**src/rtl/scan_select_sequencer_pkg.sv**
```systemverilog
// Shared state encoding and default sizing for the scan select sequencer.
package scan_seq_pkg;

    typedef enum logic [1:0] {
        IDLE   = 2'd0,
        ACTIVE = 2'd1,
        BLANK  = 2'd2,
        DONE   = 2'd3
    } state_t;

    localparam int DEF_SEL_W        = 2;
    localparam int DEF_DWELL_W      = 8;
    localparam int DEF_BLANK_CYCLES = 1;

endpackage

```
**src/rtl/scan_select_sequencer_next_code_finder.sv**
```systemverilog
// Combinational search over a code mask: next set bit above the current index,
// lowest set bit (wrap target), and whether the current index is the last one.
module next_code_finder
    import scan_seq_pkg::*;
#(
    parameter int SEL_W = DEF_SEL_W
) (
    input  logic [2**SEL_W-1:0] mask,
    input  logic [SEL_W-1:0]    cur,
    output logic [SEL_W-1:0]    next_above,
    output logic [SEL_W-1:0]    lowest,
    output logic                is_last
);

    localparam int N = 2**SEL_W;

    logic [N-1:0] above;

    generate
        for (genvar gi = 0; gi < N; gi++) begin : g_above
            assign above[gi] = mask[gi] && (gi > int'(cur));
        end
    endgenerate

    function automatic logic [SEL_W-1:0] lowest_set(input logic [N-1:0] v);
        lowest_set = '0;
        for (int i = N - 1; i >= 0; i--) begin
            if (v[i]) begin
                lowest_set = SEL_W'(i);
            end
        end
    endfunction

    assign next_above = lowest_set(above);
    assign lowest     = lowest_set(mask);
    assign is_last    = ~|above;

endmodule

```
**src/rtl/scan_select_sequencer.sv**
```systemverilog
// Timed select/enable generator feeding a 2**SEL_W-way decoder: walks the
// enabled codes in ascending order with a programmable dwell and blanking.
module scan_select_sequencer
    import scan_seq_pkg::*;
#(
    parameter int SEL_W        = DEF_SEL_W,
    parameter int DWELL_W      = DEF_DWELL_W,
    parameter int BLANK_CYCLES = DEF_BLANK_CYCLES
) (
    input  logic                clk,
    input  logic                rst,
    input  logic                start,
    input  logic                stop,
    input  logic                single,
    input  logic [DWELL_W-1:0]  dwell,
    input  logic [2**SEL_W-1:0] code_mask,
    output logic [SEL_W-1:0]    sel,
    output logic                enable,
    output logic                code_valid,
    output logic                busy,
    output logic                done
);

    localparam int BW = (BLANK_CYCLES > 0) ? $clog2(BLANK_CYCLES + 1) : 1;
    localparam logic [BW-1:0] BLANK_LOAD = BW'(BLANK_CYCLES);

    state_t               state_reg;
    logic [DWELL_W-1:0]   dwell_lat_reg;
    logic [2**SEL_W-1:0]  mask_lat_reg;
    logic                 single_lat_reg;
    logic [DWELL_W-1:0]   dwell_cnt_reg;
    logic [BW-1:0]        blank_cnt_reg;

    logic [2**SEL_W-1:0]  find_mask;
    logic [SEL_W-1:0]     find_above;
    logic [SEL_W-1:0]     find_lowest;
    logic                 find_last;
    logic [SEL_W-1:0]     next_code;
    logic [DWELL_W-1:0]   dwell_eff;

    // In IDLE the live mask supplies the first code; afterwards only the latched copy matters.
    assign find_mask = (state_reg == IDLE) ? code_mask : mask_lat_reg;
    assign next_code = find_last ? find_lowest : find_above;
    assign dwell_eff = (dwell == '0) ? DWELL_W'(1) : dwell;

    next_code_finder #(
        .SEL_W(SEL_W)
    ) u_finder (
        .mask      (find_mask),
        .cur       (sel),
        .next_above(find_above),
        .lowest    (find_lowest),
        .is_last   (find_last)
    );

    always_ff @(posedge clk or posedge rst) begin
        if (rst) begin
            state_reg      <= IDLE;
            sel            <= '0;
            enable         <= 1'b0;
            code_valid     <= 1'b0;
            busy           <= 1'b0;
            done           <= 1'b0;
            dwell_lat_reg  <= '0;
            mask_lat_reg   <= '0;
            single_lat_reg <= 1'b0;
            dwell_cnt_reg  <= '0;
            blank_cnt_reg  <= '0;
        end else begin
            code_valid <= 1'b0;
            done       <= 1'b0;
            if (stop) begin
                state_reg <= IDLE;
                enable    <= 1'b0;
                busy      <= 1'b0;
            end else begin
                case (state_reg)
                    IDLE: begin
                        if (start && (|code_mask)) begin
                            dwell_lat_reg  <= dwell_eff;
                            mask_lat_reg   <= code_mask;
                            single_lat_reg <= single;
                            dwell_cnt_reg  <= dwell_eff;
                            sel            <= find_lowest;
                            enable         <= 1'b1;
                            code_valid     <= 1'b1;
                            busy           <= 1'b1;
                            state_reg      <= ACTIVE;
                        end
                    end
                    ACTIVE: begin
                        if (dwell_cnt_reg > DWELL_W'(1)) begin
                            dwell_cnt_reg <= dwell_cnt_reg - DWELL_W'(1);
                        end else if (single_lat_reg && find_last) begin
                            state_reg <= DONE;
                            enable    <= 1'b0;
                            busy      <= 1'b0;
                            done      <= 1'b1;
                        end else if (BLANK_CYCLES > 0) begin
                            state_reg     <= BLANK;
                            enable        <= 1'b0;
                            blank_cnt_reg <= BLANK_LOAD;
                        end else begin
                            sel           <= next_code;
                            code_valid    <= 1'b1;
                            dwell_cnt_reg <= dwell_lat_reg;
                        end
                    end
                    BLANK: begin
                        if (blank_cnt_reg > BW'(1)) begin
                            blank_cnt_reg <= blank_cnt_reg - BW'(1);
                        end else begin
                            state_reg     <= ACTIVE;
                            sel           <= next_code;
                            enable        <= 1'b1;
                            code_valid    <= 1'b1;
                            dwell_cnt_reg <= dwell_lat_reg;
                        end
                    end
                    DONE: begin
                        state_reg <= IDLE;
                    end
                    default: begin
                        state_reg <= IDLE;
                    end
                endcase
            end
        end
    end

endmodule
```
**config.mk**
```make
export PLATFORM = sky130hd
export DESIGN_NAME = scan_select_sequencer
export DESIGN_NICKNAME = d
export VERILOG_FILES = /design/src/rtl/scan_select_sequencer_pkg.sv /design/src/rtl/scan_select_sequencer_next_code_finder.sv /design/src/rtl/scan_select_sequencer.sv
export SDC_FILE = /design/constraint.sdc
export NUM_CORES = 1
export LEC_CHECK = 0
export CAP_MARGIN = 20
export CORE_MARGIN = 5
export CORE_UTILIZATION = 55
export DETAILED_ROUTE_END_ITERATION = 16
export GPL_ROUTABILITY_DRIVEN = 0
export HOLD_SLACK_MARGIN = 0.1
export PLACE_DENSITY = 0.79
export SLEW_MARGIN = 20
export SYNTH_ARGS = -nofsm -noshare
export SYNTH_HDL_FRONTEND = slang
export SYNTH_SLANG_ARGS = --single-unit
```
**constraint.sdc**
```tcl
create_clock -name clk -period 2.7 [get_ports clk]
set_input_delay 0.405 -clock clk [delete_from_list [all_inputs] [get_ports clk]]
set_output_delay 0.405 -clock clk [all_outputs]
set_load 0.1 [all_outputs]
```
# Word-level counts from Yosys, hierarchy flattened
# Index checks and enable logic that the tools add are counted.
totals:
  out_inout_bits: 6
  inputBits: 17
  elab_cells: 98
  reg_bits: 30
op_classes:
  addsub: 2
  n_reduce_logical: 22
  bitwise: 1
  mux: 44
  order_cmp: 5
  eq_ne: 13
ops:
  columns: ["operator", "count"]
  rows:
  - ["two-way mux 8 bit", 4]
  - ["two-way mux 2 bit", 14]
  - ["one-hot mux 8 bit (3 select lines)", 1]
  - ["two-way mux 1 bit", 18]
  - ["AND reduction 4 bit", 3]
  - ["inequality test 2 bit (second input constant)", 5]
  - ["AND reduction 5 bit", 2]
  - ["inequality test 3 bit (second input constant)", 3]
  - ["> comparator 8 x 1 -> 1 bit (second input constant)", 1]
  - ["logical NOT 8 bit", 1]
  - ["one-hot mux 2 bit (4 select lines)", 1]
  - ["subtractor 8 x 1 -> 8 bit (second input constant)", 1]
  - ["one-hot mux 1 bit (2 select lines)", 3]
  - ["AND reduction 3 bit", 2]
  - ["nonzero test 3 bit", 2]
  - ["logical AND 1 bit", 5]
  - ["equality test 2 bit (second input constant)", 2]
  - ["> comparator 2 bit (first input constant)", 2]
  - ["two-way mux 4 bit", 1]
  - ["one-hot mux 2 bit (2 select lines)", 1]
  - ["nonzero test 2 bit", 2]
  - ["nonzero test 4 bit", 1]
  - ["OR reduction 4 bit", 1]
  - ["inequality test 3 x 2 -> 1 bit (second input constant)", 1]
  - ["other kinds (10)", 10]

# Logic depth before layout (Yosys ltp)
# Gate-level depths: netlist of run 1.
depth:
  depth_word: 10
  depth_mapped: 8
  ltp_nobuf: 6

# Hierarchy
# Synthesis of run 1 repeated with hierarchy kept, for this count alone.
hier_totals:
  hier_cells: 173
  area_unflattened_um2: 1784.2
by_module_without_submodules:
  columns: ["module", "area_each_um2", "seq_area_each_um2", "n_inst", "cells_each"]
  rows:
  - ["scan_select_sequencer", 1705.4, 725.7, 1, 160]
  - ["next_code_finder", 78.8, 0.0, 1, 13]

# Least setup slack after synthesis of run 1
# No wires, ideal clock.
synth_timing:
  kind: "reg-to-reg"
  startpoint: "register state_reg[0]"
  endpoint: "register dwell_lat_reg[1]"
  stages_incl_launch_ff: 8
  arrival_ns: 1.970
  setup_ns: 0.125
  t_required_ns: 2.575
  slack_ns: 0.606
  n_path_buf: 2
  period_less_slack_ns: 2.094
  cell_sequence: "dfrtp_1 inv_1 ha_1 clkbuf_1 nand2b_1 nor2_1 clkbuf_1 mux2_2"
synth_via:
  elab_chain_len: 2
synth_lines:
  columns: ["item", "line", "source"]
  rows:
  - ["start: declaration", "scan_select_sequencer.sv:27", "state_t state_reg;"]
  - ["start signal: assignment", "scan_select_sequencer.sv:58", "state_reg <= IDLE;"]
  - ["start signal: assignment", "scan_select_sequencer.sv:73", "state_reg <= IDLE;"]
  - ["start signal: assignment", "scan_select_sequencer.sv:88", "state_reg <= ACTIVE;"]
  - ["logical NOT 2 bit", "scan_select_sequencer.sv:77", "case (state_reg)"]
  - ["AND reduction 3 bit (no line)", null, null]
  - ["end signal: assignment", "scan_select_sequencer.sv:80", "dwell_lat_reg <= dwell_eff;"]
  - ["end: declaration", "scan_select_sequencer.sv:28", "logic [DWELL_W-1:0] dwell_lat_reg;"]
# Every way passes these cells.
# A chain may end at the register's enable or synchronous reset.

# Worst setup path in the final report of run 1
layout_timing:
  startpoint: "register state_reg[0]"
  endpoint: "register dwell_cnt_reg[0]"
layout_via:
  elab_chain_len: 3
  elab_cells_between_ends: 9
  classes_between: "eq/ne: 5; mux: 1; reduce/logical: 3"
layout_lines:
  columns: ["item", "line", "source"]
  rows:
  - ["equality test 2 x 1 -> 1 bit (tied with other cells)", "scan_select_sequencer.sv:77", null]
  - ["inequality test 2 bit (no line) (tied with other cells)", null, null]
  - ["AND reduction 5 bit (no line)", null, null]
  - ["end signal: assignment", "scan_select_sequencer.sv:83", "dwell_cnt_reg <= dwell_eff;"]
  - ["end signal: assignment", "scan_select_sequencer.sv:93", "dwell_cnt_reg <= dwell_cnt_reg - DWELL_W'(1);"]
  - ["end signal: assignment", "scan_select_sequencer.sv:106", "dwell_cnt_reg <= dwell_lat_reg;"]
  - ["end: declaration", "scan_select_sequencer.sv:31", "logic [DWELL_W-1:0] dwell_cnt_reg;"]
# Parallel ways exist; a longest one is shown, timed or not.

==> results of run 1 <==
-- stage by stage --
| stage | hold slack, ps | power, mW | std cells | setup WS, ps |
|---|---|---|---|---|
| global route | 474 | 2.96 | 256 | 266 |
| CTS | 452 | 2.74 | 255 | 419 |
| floorplan | 458 | 2.04 | 187 | 606 |
| detailed placement | 496 | 2.36 | 247 | 127 |
| global placement | 490 | 2.32 | 247 | 222 |
| finish | 442 | 2.75 | 256 | 400 |
-- path summary, 6_finish.rpt --
| kind | to | depth (start not counted) |
|---|---|---|
| worst max-delay path | dwell_cnt_reg[0] | 6 |
| worst min-delay path | dwell_lat_reg[3] | 3 |
| max in group asynchronous | dwell_cnt_reg[6] | 3 |
| worst max register to register | dwell_cnt_reg[0] | 6 |
| worst min register to register | enable | 2 |
| min in group clk | enable | 2 |
-- cells by family after synthesis --
logic type | share of synthesized area (%)
multiplexers | 13.2
AND/OR/NAND/NOR | 17.0
XOR/XNOR | 0.482
buffers and inverters | 5.02
adder cells (fa/ha/maj) | 4.13
AO/OA/AOI/OAI | 20.2
flip-flops | 39.9
-- metal layers --
layer  wire, microns  GRT usage (%)  vias to the layer above
li1                -              -                      742
met1            1800           27.5                      758
met2            1920           30.5                       61
met3             223           5.16                       10
met4              58           7.09                        0
met5               0              0                        -
-- synthesized netlist by cell type, types with 3 or more instances --
library cell / instances / area (sq um)
sky130_fd_sc_hd__mux2_4: 5 / 75.1
sky130_fd_sc_hd__inv_1: 12 / 45.0
sky130_fd_sc_hd__a32o_1: 3 / 30.0
sky130_fd_sc_hd__mux2_2: 11 / 124
sky130_fd_sc_hd__clkbuf_1: 7 / 26.3
sky130_fd_sc_hd__nand2b_1: 5 / 31.3
sky130_fd_sc_hd__ha_1: 6 / 75.1
sky130_fd_sc_hd__o22ai_1: 5 / 31.3
sky130_fd_sc_hd__dfrtp_1: 29 / 726
sky130_fd_sc_hd__nor3_1: 8 / 40.0
sky130_fd_sc_hd__o221ai_1: 3 / 26.3
sky130_fd_sc_hd__nand2_1: 11 / 41.3
sky130_fd_sc_hd__nor2_1: 19 / 71.3
sky130_fd_sc_hd__o21ai_0: 6 / 30.0
sky130_fd_sc_hd__o31ai_1: 3 / 22.5
sky130_fd_sc_hd__a21oi_1: 7 / 35.0
sky130_fd_sc_hd__mux2i_1: 3 / 30.0
sky130_fd_sc_hd__a221oi_1: 3 / 26.3
sky130_fd_sc_hd__nor4_1: 3 / 18.8
sky130_fd_sc_hd__nand4b_1: 3 / 26.3
-- area by class of cell --
class	instances	area [sq um]	area share, %
clock buffers	7	55.1	2.56
clock inverters	1	30.0	1.39
inverters	12	45.0	2.09
multi-input cells	136	1000	46.5
flip-flops and latches	29	726	33.7
well taps	44	55.1	2.56
repair buffers	27	243	11.3
-- worst max-delay path, cell delays in order (launching register included) --
cell and delay, ps:
sky130_fd_sc_hd__dfrtp_1 410, sky130_fd_sc_hd__inv_1 100, sky130_fd_sc_hd__ha_1 450, sky130_fd_sc_hd__nor2_1 70, sky130_fd_sc_hd__nor3_1 420, sky130_fd_sc_hd__o21a_1 410
sky130_fd_sc_hd__mux2_4 330
-- power by group --
part / internal [mW] / switching, mW / leakage [nW]
clock network: 0.221 / 0.146 / 0.0455
registers: 0.644 / 0.202 / 0.350
logic: 0.630 / 0.905 / 0.499
==> impl_results.html, run 1 <==
<table>
<tr><th>Metric</th><th>Value</th></tr>
<tr><th colspan="2">CTS</th></tr>
<tr><td>Post-CTS Resized</td><td>0</td></tr>
<tr><td>CTS H-Tree Depth</td><td>2</td></tr>
<tr><td>Later-pin clock latency in the skew report</td><td>roughly 320 ps</td></tr>
<tr><td>TritonCTS Sinks</td><td>29</td></tr>
<tr><td>Hold-fix buffers at CTS</td><td>0</td></tr>
<tr><td>CTS Root Cell</td><td>sky130_fd_sc_hd__clkbuf_4</td></tr>
<tr><td>Inserted Clock Buffers</td><td>5</td></tr>
<tr><td>Bufs on Longest Clock Path</td><td>2</td></tr>
<tr><td>Clock-pin slew on the worst setup and hold paths</td><td>90 ps</td></tr>
<tr><td>Setup bufs post-CTS</td><td>0</td></tr>
<tr><td>TritonCTS clock tree</td><td>yes</td></tr>
<tr><th colspan="2">Finish</th></tr>
<tr><td>Most used cells in the layout excluding fill and tap cells</td><td>sky130_fd_sc_hd__dfrtp_1 (29), sky130_fd_sc_hd__nor2_1 (19), sky130_fd_sc_hd__clkdlybuf4s50_1 (16)</td></tr>
<tr><td>P&amp;R area growth vs syn</td><td>18.5%</td></tr>
<tr><td>Utilization after layout</td><td>a little over two thirds</td></tr>
<tr><td>Net count, final</td><td>234</td></tr>
<tr><td>Commonest non-fill, non-tap cell in the layout</td><td>sky130_fd_sc_hd__dfrtp_1</td></tr>
<tr><td>Post-route design area</td><td>2150 sq um</td></tr>
<tr><td># diodes</td><td>0</td></tr>
<tr><td>Fraction of final layout cells with drive strength greater than 1</td><td>17.9%</td></tr>
<tr><td>Fill cell count</td><td>263</td></tr>
<tr><th colspan="2">Flow run</th></tr>
<tr><td>Maximum capacitance violations</td><td>0</td></tr>
<tr><th colspan="2">Power</th></tr>
<tr><td>Leakage power of the design</td><td>0.894 nW</td></tr>
<tr><td>VDD IR max</td><td>0.000665 V</td></tr>
<tr><td>Power per cell area</td><td>between 1000 and 1500 nW/um^2</td></tr>
<tr><th colspan="2">Die</th></tr>
<tr><td>Die ar.</td><td>4550 sq um</td></tr>
<tr><td>Chip Width</td><td>67.5 microns</td></tr>
<tr><td>Top-Level Pins</td><td>23</td></tr>
<tr><td>Placeable core region</td><td>3100 sq um</td></tr>
<tr><td>Number of rows created at floorplan</td><td>20</td></tr>
<tr><td>Height of the die</td><td>approximately 67 microns</td></tr>
<tr><td>Initial cell density of the core</td><td>about three fifths</td></tr>
<tr><th colspan="2">Logic synthesis</th></tr>
<tr><td>Warnings from Yosys</td><td>0</td></tr>
<tr><td>Syn_area_per_cell</td><td>9.72 sq um</td></tr>
<tr><td>Nets in the synthesized netlist</td><td>between 200 and 250</td></tr>
<tr><td>Netlist cell types</td><td>46</td></tr>
<tr><td>Post-synthesis register bit count</td><td>29</td></tr>
<tr><td>Synthesized netlist cell count</td><td>187</td></tr>
<tr><td>Async SR Flop Fraction</td><td>100%</td></tr>
<tr><td>Primary FF master, synth</td><td>sky130_fd_sc_hd__dfrtp_1</td></tr>
<tr><td>Combined area of all synthesized cells</td><td>roughly 1800 sq um</td></tr>
<tr><td>Fraction of the yosys area taken by sequential cells</td><td>39.9%</td></tr>
<tr><td>Count of flip-flops with a built-in enable after synthesis</td><td>0</td></tr>
<tr><th colspan="2">STA</th></tr>
<tr><td>Slew Viols, Final</td><td>0</td></tr>
<tr><td>Transition at the pin with the smallest max-transition slack</td><td>634 ps</td></tr>
<tr><td>Total count of hold-check failures in the final report</td><td>0</td></tr>
<tr><td>Final setup violation count</td><td>0</td></tr>
<tr><td>Worst slew margin</td><td>a little under three fifths</td></tr>
<tr><td>Sum of negative setup slack</td><td>0 ps</td></tr>
<tr><td>FMAX</td><td>0.435 GHz</td></tr>
<tr><td>Setup clock skew after layout</td><td>5.90 ps</td></tr>
<tr><td>Setup repair after global routing missed its margin</td><td>false</td></tr>
<tr><td>Final period util</td><td>85.2%</td></tr>
<tr><td>Final worst path period need</td><td>2300 ps</td></tr>
<tr><th colspan="2">Setup path</th></tr>
<tr><td>Kind of critical path</td><td>reg2reg</td></tr>
<tr><td>Critical Path Fanout Max</td><td>12</td></tr>
<tr><td>CP endpoint kind</td><td>flip-flop</td></tr>
<tr><td>Flop2flop setup slack</td><td>400 ps</td></tr>
<tr><td>Critical path startpoint category</td><td>flip-flop</td></tr>
<tr><td>Critical path required time</td><td>2920 ps</td></tr>
<tr><td>Data arrival time at the worst-slack endpoint</td><td>2520 ps</td></tr>
<tr><td>Reg2Reg Launch Point</td><td>state_reg[0]</td></tr>
<tr><td>CP Launch Point</td><td>state_reg[0]</td></tr>
<tr><th colspan="2">Routing</th></tr>
<tr><td>WL/cell</td><td>15.6 microns</td></tr>
<tr><td>Vias</td><td>1,571</td></tr>
<tr><td>Post-route DRC</td><td>0</td></tr>
<tr><td>Initial DRT Pass Iterations</td><td>4</td></tr>
<tr><td>Antenna Violating Nets Remaining</td><td>0</td></tr>
<tr><td>Number of design-rule violations left by the first detailed-router iteration</td><td>156</td></tr>
<tr><td>Post-detailed-routing wire length</td><td>4010 microns</td></tr>
<tr><td>Vias per inst</td><td>6.14</td></tr>
<tr><th colspan="2">Global routing</th></tr>
<tr><td>Final global-route overflow total</td><td>0</td></tr>
<tr><td>GRT Overall Usage</td><td>20.0%</td></tr>
<tr><td>Number of global-route vias before repair</td><td>1,556</td></tr>
<tr><td>Antenna violations before repair</td><td>0</td></tr>
<tr><td>Maximum number of pins on one net before global-route repair</td><td>30</td></tr>
<tr><td>First-pass GRT wire length</td><td>6950 microns</td></tr>
<tr><th colspan="2">Run status</th></tr>
<tr><td>Result of the run</td><td>finished clean</td></tr>
<tr><th colspan="2">Placement</th></tr>
<tr><td>Count of input and output buffers</td><td>22</td></tr>
<tr><td>Cell area after placement</td><td>between 2000 and 2500 sq um</td></tr>
<tr><td>Final HPWL from detailed placement</td><td>2990 microns</td></tr>
<tr><th colspan="2">Worst hold path</th></tr>
<tr><td>Worst min-delay path class</td><td>in2async</td></tr>
</table>
(Power assumes the default switching activity.)
==> run 2, diff against run 1 <==
Settings changed: HOLD_SLACK_MARGIN 0.1 to unset.
==> results of run 2 <==
The final DEF is identical to that of run 1; final timing and power are the same.
==> run 3, diff against run 2 <==
Settings changed: CAP_MARGIN 20 to unset, PLACE_DENSITY 0.79 to unset, PLACE_DENSITY_LB_ADDON set to 0.3.
==> run 3 against run 2 <==
Against the previous run: wire length rose by 5.1%; die area unchanged; clock skew increased by 1.1 ps; power is 2.8% lower; sequential share of layout area increased by 0.16 points; maximum frequency is 0.63% lower.
==> impl_results.html, run 3 (synthesis results as in run 1) <==
<table>
<tr><th>Metric</th><th>Value</th></tr>
<tr><th colspan="2">Run status</th></tr>
<tr><td>Result of the run</td><td>finished clean</td></tr>
<tr><th colspan="2">Die</th></tr>
<tr><td>Initial cell density of the core</td><td>58.6% (unchanged)</td></tr>
<tr><td>Top-Level Pins</td><td>23 (unchanged)</td></tr>
<tr><td>Chip Width</td><td>67.5 microns (unchanged)</td></tr>
<tr><td>Number of rows created at floorplan</td><td>20 (unchanged)</td></tr>
<tr><td>Placeable core region</td><td>3100 sq um (unchanged)</td></tr>
<tr><td>Die ar.</td><td>4550 sq um (unchanged)</td></tr>
<tr><td>Height of the die</td><td>67.5 microns (unchanged)</td></tr>
<tr><th colspan="2">CTS</th></tr>
<tr><td>Later-pin clock latency in the skew report</td><td>350 ps (+30 ps)</td></tr>
<tr><td>TritonCTS Sinks</td><td>29 (unchanged)</td></tr>
<tr><td>CTS Root Cell</td><td>sky130_fd_sc_hd__clkbuf_4</td></tr>
<tr><td>Bufs on Longest Clock Path</td><td>2 (unchanged)</td></tr>
<tr><td>TritonCTS clock tree</td><td>yes</td></tr>
<tr><td>Setup bufs post-CTS</td><td>0 (unchanged)</td></tr>
<tr><td>CTS H-Tree Depth</td><td>2 (unchanged)</td></tr>
<tr><td>Hold-fix buffers at CTS</td><td>0 (unchanged)</td></tr>
<tr><td>Clock-pin slew on the worst setup and hold paths</td><td>110 ps (+20 ps)</td></tr>
<tr><td>Inserted Clock Buffers</td><td>5 (unchanged)</td></tr>
<tr><td>Post-CTS Resized</td><td>0 (unchanged)</td></tr>
<tr><th colspan="2">Placement</th></tr>
<tr><td>Final HPWL from detailed placement</td><td>3120 microns (+4.3%)</td></tr>
<tr><td>Dpl cells</td><td>250 (+1.2%)</td></tr>
<tr><td>Cell area after placement</td><td>2080 sq um (+1.1%)</td></tr>
<tr><td>Count of input and output buffers</td><td>22 (unchanged)</td></tr>
<tr><th colspan="2">Finish</th></tr>
<tr><td>Most used cells in the layout excluding fill and tap cells</td><td>sky130_fd_sc_hd__dfrtp_1 (29), sky130_fd_sc_hd__nor2_1 (19), sky130_fd_sc_hd__clkdlybuf4s50_1 (16)</td></tr>
<tr><td>P&amp;R area growth vs syn</td><td>18.0%</td></tr>
<tr><td>Post-route design area</td><td>2140 sq um (-0.46%)</td></tr>
<tr><td>Net count, final</td><td>236 (+0.85%)</td></tr>
<tr><td>Utilization after layout</td><td>69.1% (-0.32 points)</td></tr>
<tr><td>Commonest non-fill, non-tap cell in the layout</td><td>sky130_fd_sc_hd__dfrtp_1</td></tr>
<tr><td># diodes</td><td>0 (unchanged)</td></tr>
<tr><td>Number of standard cells in the layout, taps in and fillers out</td><td>258 (+0.78%)</td></tr>
<tr><td>Fraction of final layout cells with drive strength greater than 1</td><td>19.2% (+1.2 points)</td></tr>
<tr><th colspan="2">Setup path</th></tr>
<tr><td>Cell count of the worst reg-to-reg path</td><td>6 (unchanged)</td></tr>
<tr><td>Kind of critical path</td><td>reg2reg</td></tr>
<tr><td>Critical Path Fanout Max</td><td>19 (+7)</td></tr>
<tr><td>Data arrival time at the worst-slack endpoint</td><td>2550 ps (+30 ps)</td></tr>
<tr><td>Reg2Reg Launch Point</td><td>state_reg[1]</td></tr>
<tr><td>Flop2flop setup slack</td><td>390 ps (about the same)</td></tr>
<tr><td>CP Launch Point</td><td>state_reg[1]</td></tr>
<tr><td>Critical path startpoint category</td><td>flip-flop</td></tr>
<tr><td>Terminus of the critical flop-to-flop path</td><td>dwell_cnt_reg[2]</td></tr>
<tr><td>CP endpoint kind</td><td>flip-flop</td></tr>
<tr><td>Critical path required time</td><td>2940 ps (+20 ps)</td></tr>
<tr><th colspan="2">STA</th></tr>
<tr><td>Worst slew margin</td><td>51.9% (-5.4 points)</td></tr>
<tr><td>Slew Viols, Final</td><td>0 (unchanged)</td></tr>
<tr><td>Final worst path period need</td><td>2310 ps (+14.6 ps)</td></tr>
<tr><td>Transition at the pin with the smallest max-transition slack</td><td>721 ps (+87.2 ps)</td></tr>
<tr><td>Total count of hold-check failures in the final report</td><td>0 (unchanged)</td></tr>
<tr><td>FMAX</td><td>0.432 GHz (-0.63%)</td></tr>
<tr><td>Final setup violation count</td><td>0 (unchanged)</td></tr>
<tr><td>Final period util</td><td>85.7% (+0.54 points)</td></tr>
<tr><td>Sum of negative setup slack</td><td>0 ps (unchanged)</td></tr>
<tr><td>Fin Hold WS</td><td>418 ps (-24.3 ps)</td></tr>
<tr><td>Setup clock skew after layout</td><td>7.00 ps (+1.11 ps)</td></tr>
<tr><td>Setup repair after global routing missed its margin</td><td>false</td></tr>
<tr><th colspan="2">Routing</th></tr>
<tr><td>Vias</td><td>1,543 (-1.8%)</td></tr>
<tr><td>Post-route DRC</td><td>0 (unchanged)</td></tr>
<tr><td>Initial DRT Pass Iterations</td><td>4 (unchanged)</td></tr>
<tr><td>Vias per inst</td><td>5.98 (-2.5%)</td></tr>
<tr><td>Number of design-rule violations left by the first detailed-router iteration</td><td>200 (+28%)</td></tr>
<tr><td>WL/cell</td><td>16.3 microns (+4.3%)</td></tr>
<tr><td>Antenna Violating Nets Remaining</td><td>0 (unchanged)</td></tr>
<tr><td>Post-detailed-routing wire length</td><td>4210 microns (+5.1%)</td></tr>
<tr><th colspan="2">Worst hold path</th></tr>
<tr><td>Worst min-delay path class</td><td>in2async</td></tr>
<tr><th colspan="2">Global routing</th></tr>
<tr><td>Maximum number of pins on one net before global-route repair</td><td>30 (unchanged)</td></tr>
<tr><td>First-pass GRT wire length</td><td>7030 microns (+1.2%)</td></tr>
<tr><td>Met2 demand-to-capacity share in global routing</td><td>33.3% (+2.8 points)</td></tr>
<tr><td>Final global-route overflow total</td><td>0 (unchanged)</td></tr>
<tr><td>GR peak layer</td><td>met2</td></tr>
<tr><td>Routing usage on met3</td><td>6.49% (+1.3 points)</td></tr>
<tr><td>Antenna violations before repair</td><td>0 (unchanged)</td></tr>
<tr><td>Number of global-route vias before repair</td><td>1,508 (-3.1%)</td></tr>
<tr><td>GRT Overall Usage</td><td>20.9% (+0.91 points)</td></tr>
<tr><td>Met1 Resource Use GR</td><td>25.4% (-2.0 points)</td></tr>
<tr><th colspan="2">Power</th></tr>
<tr><td>Leakage power of the design</td><td>0.882 nW (-1.3%)</td></tr>
<tr><td>Switching power total</td><td>1.29 mW (+3.1%)</td></tr>
<tr><td>Comb pwr share</td><td>58.1% (+2.2 points)</td></tr>
<tr><td>Clock Power Share</td><td>10.4% (-2.9 points)</td></tr>
<tr><td>Flop pwr share</td><td>31.6% (+0.8 points)</td></tr>
<tr><td>Power per cell area</td><td>1250 nW/um^2 (-2.4%)</td></tr>
<tr><td>Power Internal</td><td>1.38 mW (-7.8%)</td></tr>
<tr><td>VDD IR max</td><td>0.000651 V (-2.2%)</td></tr>
<tr><td>Net switching fraction of the power</td><td>48.4% (+2.8 points)</td></tr>
<tr><th colspan="2">Flow run</th></tr>
<tr><td>Maximum capacitance violations</td><td>0 (unchanged)</td></tr>
</table>
==> run 3: changes by cell type in the layout (fill, tap and decap cells not counted) <==
cell                         previous run  this run
sky130_fd_sc_hd__clkinvlp_4             0         3
sky130_fd_sc_hd__buf_4                 11        13
sky130_fd_sc_hd__clkbuf_8               1         0
sky130_fd_sc_hd__clkbuf_1               1         0
sky130_fd_sc_hd__bufinv_16              1         0
==> run 3: worst max path at each step <==
stage                            end  slack [ps]
floorplan           dwell_lat_reg[1]         610
global placement    dwell_cnt_reg[4]         440
detailed placement  dwell_cnt_reg[2]         410
CTS                 dwell_cnt_reg[2]         420
global route                    busy         280
finish              dwell_cnt_reg[2]         390
==> run 3: layer usage <==
metal / wire (microns) / vias to the layer above
met5: 0 / -
met4: 110 / 0
met3: 200 / 11
met2: 2070 / 39
met1: 1830 / 749
li1: - / 744
==> run 3: critical path, cell delays in order, from the launching register on <==
cell	delay, ps
sky130_fd_sc_hd__dfrtp_1	420
sky130_fd_sc_hd__inv_1	110
sky130_fd_sc_hd__ha_1	630
sky130_fd_sc_hd__nor2_1	110
sky130_fd_sc_hd__nor3_1	220
sky130_fd_sc_hd__o21a_1	380
sky130_fd_sc_hd__mux2_4	340
==> run 3: power groups by stage <==
stage | combinational [mW] | clock (mW) | sequential [mW]
floorplan | 0.998 | 0 | 1.04
global placement | 1.48 | 0 | 0.830
detailed placement | 1.53 | 0 | 0.848
CTS | 1.54 | 0.286 | 0.838
global route | 1.67 | 0.305 | 0.875
finish | 1.55 | 0.277 | 0.843
==> run 3: final cells by class <==
class	count	area, sq um
multi-input combinational	136	1000
fill	264	958
sequential	29	726
timing repair buffer	29	258
tap	44	55.1
inverter	12	45.0
clock buffer	5	37.5
clock inverter	3	22.5
==> run 3: stage by stage <==
stage	power [mW]	worst slack [ps]
floorplan	2.04	606
global placement	2.31	444
detailed placement	2.38	412
CTS	2.66	421
global route	2.85	277
finish	2.67	386
